**config.mk**
```make
export PLATFORM = sky130hd
export DESIGN_NAME = tag_fill_unit
export DESIGN_NICKNAME = d
export VERILOG_FILES = /design/src/rtl/tag_fill_unit.sv
export SDC_FILE = /design/constraint.sdc
export NUM_CORES = 1
export LEC_CHECK = 0
export BUFFER_PORTS_ARGS = -buffer_cell sky130_fd_sc_hd__buf_2
export CORE_MARGIN = 2
export CORE_UTILIZATION = 30
export CTS_CLUSTER_DIAMETER = 200
export DETAILED_ROUTE_END_ITERATION = 8
export GPL_TIMING_DRIVEN = 0
export HOLD_SLACK_MARGIN = 0.15
export PLACE_DENSITY_LB_ADDON = 0.12
export SYNTH_ARGS = -nofsm -noshare
export SYNTH_HDL_FRONTEND = slang
export SYNTH_SLANG_ARGS = --single-unit
```
**constraint.sdc**
```tcl
create_clock -name clk -period 1.6 [get_ports clk]
set_input_delay 0.32 -clock clk [delete_from_list [all_inputs] [get_ports clk]]
set_output_delay 0.32 -clock clk [all_outputs]
set_load 0.02 [all_outputs]
```
**src/rtl/tag_fill_unit.sv**
```systemverilog
// rtl/tag_fill_unit.sv - L2 miss victim selection, writeback, line fill and tag-array write
module tag_fill_unit #(
    parameter int tagBits   = 12,
    parameter int indexBits = 14,
    parameter int ways      = 8,
    parameter int wayBits   = 3
) (
    input  logic                      clk,
    input  logic                      reset_n,
    input  logic                      miss_valid,
    output logic                      miss_ready,
    input  logic [indexBits-1:0]      miss_index,
    input  logic [tagBits-1:0]        miss_tag,
    input  logic                      miss_is_write,
    input  logic [ways-1:0]           set_valid,
    input  logic [ways-1:0]           set_dirty,
    input  logic [ways*tagBits-1:0]   set_tags,
    input  logic [wayBits-1:0]        lru_way,
    output logic                      wb_valid,
    input  logic                      wb_ready,
    output logic [tagBits-1:0]        wb_tag,
    output logic [indexBits-1:0]      wb_index,
    output logic                      fill_valid,
    input  logic                      fill_ready,
    output logic [tagBits-1:0]        fill_tag,
    output logic [indexBits-1:0]      fill_index,
    input  logic                      fill_done,
    output logic                      tag_we,
    output logic [indexBits-1:0]      tag_we_index,
    output logic [wayBits-1:0]        tag_we_way,
    output logic [tagBits-1:0]        tag_we_tag,
    output logic                      tag_we_dirty,
    output logic                      fill_complete,
    output logic                      busy
);

    typedef enum logic [2:0] {
        IDLE      = 3'd0,
        WB_REQ    = 3'd1,
        FILL_REQ  = 3'd2,
        FILL_WAIT = 3'd3,
        UPDATE    = 3'd4
    } state_t;

    state_t               state_q, state_d;
    logic [indexBits-1:0] index_q, index_d;
    logic [tagBits-1:0]   tag_q, tag_d;
    logic                 is_write_q, is_write_d;
    logic [wayBits-1:0]   way_q, way_d;
    logic [tagBits-1:0]   victim_tag_q, victim_tag_d;

    logic [wayBits-1:0]   victim_way;
    logic                 victim_dirty;
    logic [tagBits-1:0]   victim_tag;
    logic                 found_invalid;
    logic                 accept;

    // An invalid way always wins over the replacement policy, so only an lru victim can be dirty.
    always_comb begin
        victim_way    = lru_way;
        found_invalid = 1'b0;
        for (int w = 0; w < ways; w++) begin
            if (!found_invalid && !set_valid[w]) begin
                victim_way    = wayBits'(w);
                found_invalid = 1'b1;
            end
        end
        victim_dirty = !found_invalid && set_dirty[lru_way];
        victim_tag   = set_tags[int'(lru_way)*tagBits +: tagBits];
    end

    assign accept = (state_q == IDLE) && miss_valid;

    always_ff @(posedge clk or negedge reset_n) begin
        if (!reset_n) begin
            state_q      <= IDLE;
            index_q      <= '0;
            tag_q        <= '0;
            is_write_q   <= 1'b0;
            way_q        <= '0;
            victim_tag_q <= '0;
        end else begin
            state_q      <= state_d;
            index_q      <= index_d;
            tag_q        <= tag_d;
            is_write_q   <= is_write_d;
            way_q        <= way_d;
            victim_tag_q <= victim_tag_d;
        end
    end

    always_comb begin
        state_d = state_q;
        case (state_q)
            IDLE:      if (miss_valid) state_d = victim_dirty ? WB_REQ : FILL_REQ;
            WB_REQ:    if (wb_ready) state_d = FILL_REQ;
            FILL_REQ:  if (fill_ready) state_d = FILL_WAIT;
            FILL_WAIT: if (fill_done) state_d = UPDATE;
            UPDATE:    state_d = IDLE;
            default:   state_d = IDLE;
        endcase
    end

    always_comb begin
        index_d      = index_q;
        tag_d        = tag_q;
        is_write_d   = is_write_q;
        way_d        = way_q;
        victim_tag_d = victim_tag_q;
        if (accept) begin
            index_d      = miss_index;
            tag_d        = miss_tag;
            is_write_d   = miss_is_write;
            way_d        = victim_way;
            victim_tag_d = victim_tag;
        end
    end

    // Every output is a decode of registered state or a captured register.
    always_comb begin
        miss_ready    = (state_q == IDLE);
        busy          = (state_q != IDLE);
        wb_valid      = (state_q == WB_REQ);
        fill_valid    = (state_q == FILL_REQ);
        tag_we        = (state_q == UPDATE);
        fill_complete = (state_q == UPDATE);
        wb_tag        = victim_tag_q;
        wb_index      = index_q;
        fill_tag      = tag_q;
        fill_index    = index_q;
        tag_we_index  = index_q;
        tag_we_way    = way_q;
        tag_we_tag    = tag_q;
        tag_we_dirty  = is_write_q;
    end

endmodule

```
==> metrics <==
status complete, but fails checks; violated checks negative setup slack; top post-synthesis cells by count nand2_1 (84), dfrtp_1 (45), buf_4 (43), mux4_2 (21), a21oi_1 (16); main flop type after synthesis dfrtp_1; ys async rst share 1.00; area of placed instances 0.00427 mm²; Critical Path Sink Type output pin; Worst EP arrival 1310 ps; Final Max Slew Viols 0; VDD IR max 0.557 mV; unique cell type count in the Yosys netlist 33; Setup TNS Final -80.5 ps; Yosys top cell by area dfrtp_1; Pint 3920 µW; critical path's largest stage delay 440 ps; Clock Tree Buf Depth 2; IO Port Bufs 232; Die W 103 µm; Starting DRT DRC Count 27; Clock Sinks 45; met2 Use GR 0.298; Tmin final 1630 ps; flops & latches, synth 45; Net Switching 3260 µW; GRT busiest layer met2; Worst-Skew Late Latency 290 ps; Post-Syn Area 0.00294 mm²; most frequent cell after synthesis nand2_1; Initial Utilization 0.305; final hold vios 0; Syn-to-layout area delta 50.9%; initial antenna violation count 1; proportion of layout cells with a drive suffix above 1 0.628; Worst Slack Setup Final -34.7 ps; largest net degree at the start of global routing 46; Net Sw Frac 0.454; worst clock skew 7.29 ps; Worst R2R Setup Slack 100 ps; worst path buffer plus inverter count 2; vias in the first global route 2,771; Final Cell Area 0.00444 mm²; worst rel slew slack 0.319; worst hold path type in -> async; Synth area leaders dfrtp_1 (38%), mux4_2 (16%), buf_4 (11%); Synth Net Count 434; CTS tree done; clock root buffer clkbuf_8; DP HPWL 7.56 mm; LEAKAGE 0.00248 µW; GR Util met3 0.0366; DP Cell Count 651; Worst-Margin Slew 1020 ps; WP data required 1280 ps; number of cell rows 36; worst reg2reg startpoint state_q[1]; Tot GR Track Use 0.161; Post-Syn Instances 286; DRT Wirelength 8.99 mm; reg2reg end wb_tag[9]; syn avg cell area 10.3 µm²; WHS 199 ps; Post-layout nets 676; first-pass GRT wire length 13.3 mm; CP cell instances or3_4, inv_4, buf_6; Power per Cell Area 1620 mW/mm²; clock power share 0.094; Core ar. 0.00964 mm²; full die area 0.0106 mm²; final setup fails 3; Num CTS Buffers 5; worst-path fanout max 4; IO Count 236; Reg2Reg Depth 5; Vert. Die Dim 103 µm; Vias/cell 4.37; final period utilization 1.02; detailed-route DRC error count 0; post-route non-filler standard cell count 663; Fmax 0.612 GHz; post-DR wirelength/cell 13.6 µm; total design power 7180 µW; Post-synth EDFFs 0; CP startpoint kind flop; GPL Wtd Cong 0.741; post-synthesis sequential area ratio 0.383; power share of the sequential group 0.284; MaxCap Viol Count 0; CTS clk-pin slew, worst paths 80 ps; Crit Path Class reg -> out; gr ovfl total 0; Crit-path slowest cell dfrtp_2; area share of the largest cell type after synthesis 0.383; CP delay by family, top flip-flops; CTS H-tree lvls 2; RSZ-0062 raised after global routing true; # fillers 1,003; met1 Usage GRT 0.187; Pre-antenna DRT Iters 4; YS warnings 0; Antenna Violating Nets Remaining 0; Comb pwr share 0.622; DR vias 2,896
per-stage QoR:
step                setup slack, ps   util
floorplan                      30.2      -
global placement               -219  0.443
detailed placement             -227  0.443
CTS                           -75.9  0.459
global route                  -82.8  0.460
finish                        -34.7  0.460
sequential cells by signal, summed over array words and instances, names as in the netlist:
signal,cells
fill_index,14
fill_tag,12
state_q,3
tag_we_dirty,1
tag_we_way,3
wb_tag,12
power groups by stage:
stage / logic, µW / registers (µW) / clock network, µW
final: 4460 / 2040 / 676
after global routing: 4890 / 2130 / 733
after CTS: 4510 / 2040 / 708
after detailed placement: 4380 / 2080 / 0
after global placement: 4330 / 2050 / 0
after floorplan: 2340 / 2640 / 0
cell families after synthesis:
logic type             synth area share
AO/OA/AOI/OAI                    0.0493
buffers and inverters             0.145
flip-flops                        0.383
multiplexers                      0.254
AND/OR/NAND/NOR                   0.169
per-layer routing:
| layer | part of all wire | vias up |
|---|---|---|
| li1 | - | 1438 |
| met1 | 0.40 | 1307 |
| met2 | 0.51 | 146 |
| met3 | 0.086 | 5 |
| met4 | 0.0081 | 0 |
| met5 | 0 | - |
area by class of cell:
cell class	instances	area (µm²)	area share
multi-input cells	179	1410	0.318
plain buffers	59	430	0.0970
well taps	133	166	0.0375
clock buffers	6	72.6	0.0164
clock inverters	2	10.0	0.00226
flip-flops and latches	45	1130	0.254
repair buffers	236	1210	0.272
diodes	1	2.50	0.000564
inverters	2	10.0	0.00226
timing repair:
action	in CTS	in global routing
pin swaps	3	3
endpoints found under the setup margin	45	46
gates cloned	0	0
endpoints found under the hold margin	0	0
resized for setup	15	7
hold buffers	0	0
buffers inserted	3	1
cells in the final DEF (no fill, tap or decap), types with 2 or more instances in the layout:
master	n
a21oi_1	16
buf_2	234
buf_4	50
buf_6	4
clkbuf_1	2
clkbuf_2	3
clkbuf_4	2
clkbuf_8	6
clkinv_2	2
dfrtp_1	44
mux2_2	2
mux2i_1	12
mux4_1	5
mux4_2	21
nand2_1	84
nand4_1	2
nor2_1	14
nor3b_2	2
o21ai_0	3
worst max-delay path by stage:
| stage | startpoint | endpoint | slack, ps | cells after the start |
|---|---|---|---|---|
| 2_1_floorplan | state_q[2] | tag_we_way[2] | 30 | 6 |
| 3_3_place_gp | state_q[1] | wb_tag[10] | -220 | 4 |
| 3_5_place_dp | state_q[1] | wb_tag[9] | -230 | 4 |
| 4_1_cts | state_q[2] | miss_ready | -80 | 4 |
| 5_1_grt | state_q[2] | miss_ready | -80 | 3 |
| 6_report | state_q[2] | miss_ready | -30 | 3 |
worst register-to-register path: stages (launching register included):
cell and delay (ps):
dfrtp_1 380, clkbuf_4 200, nor4b_4 280, buf_4 190, clkbuf_2 230, a21oi_1 110
(Power assumes the default switching activity.)
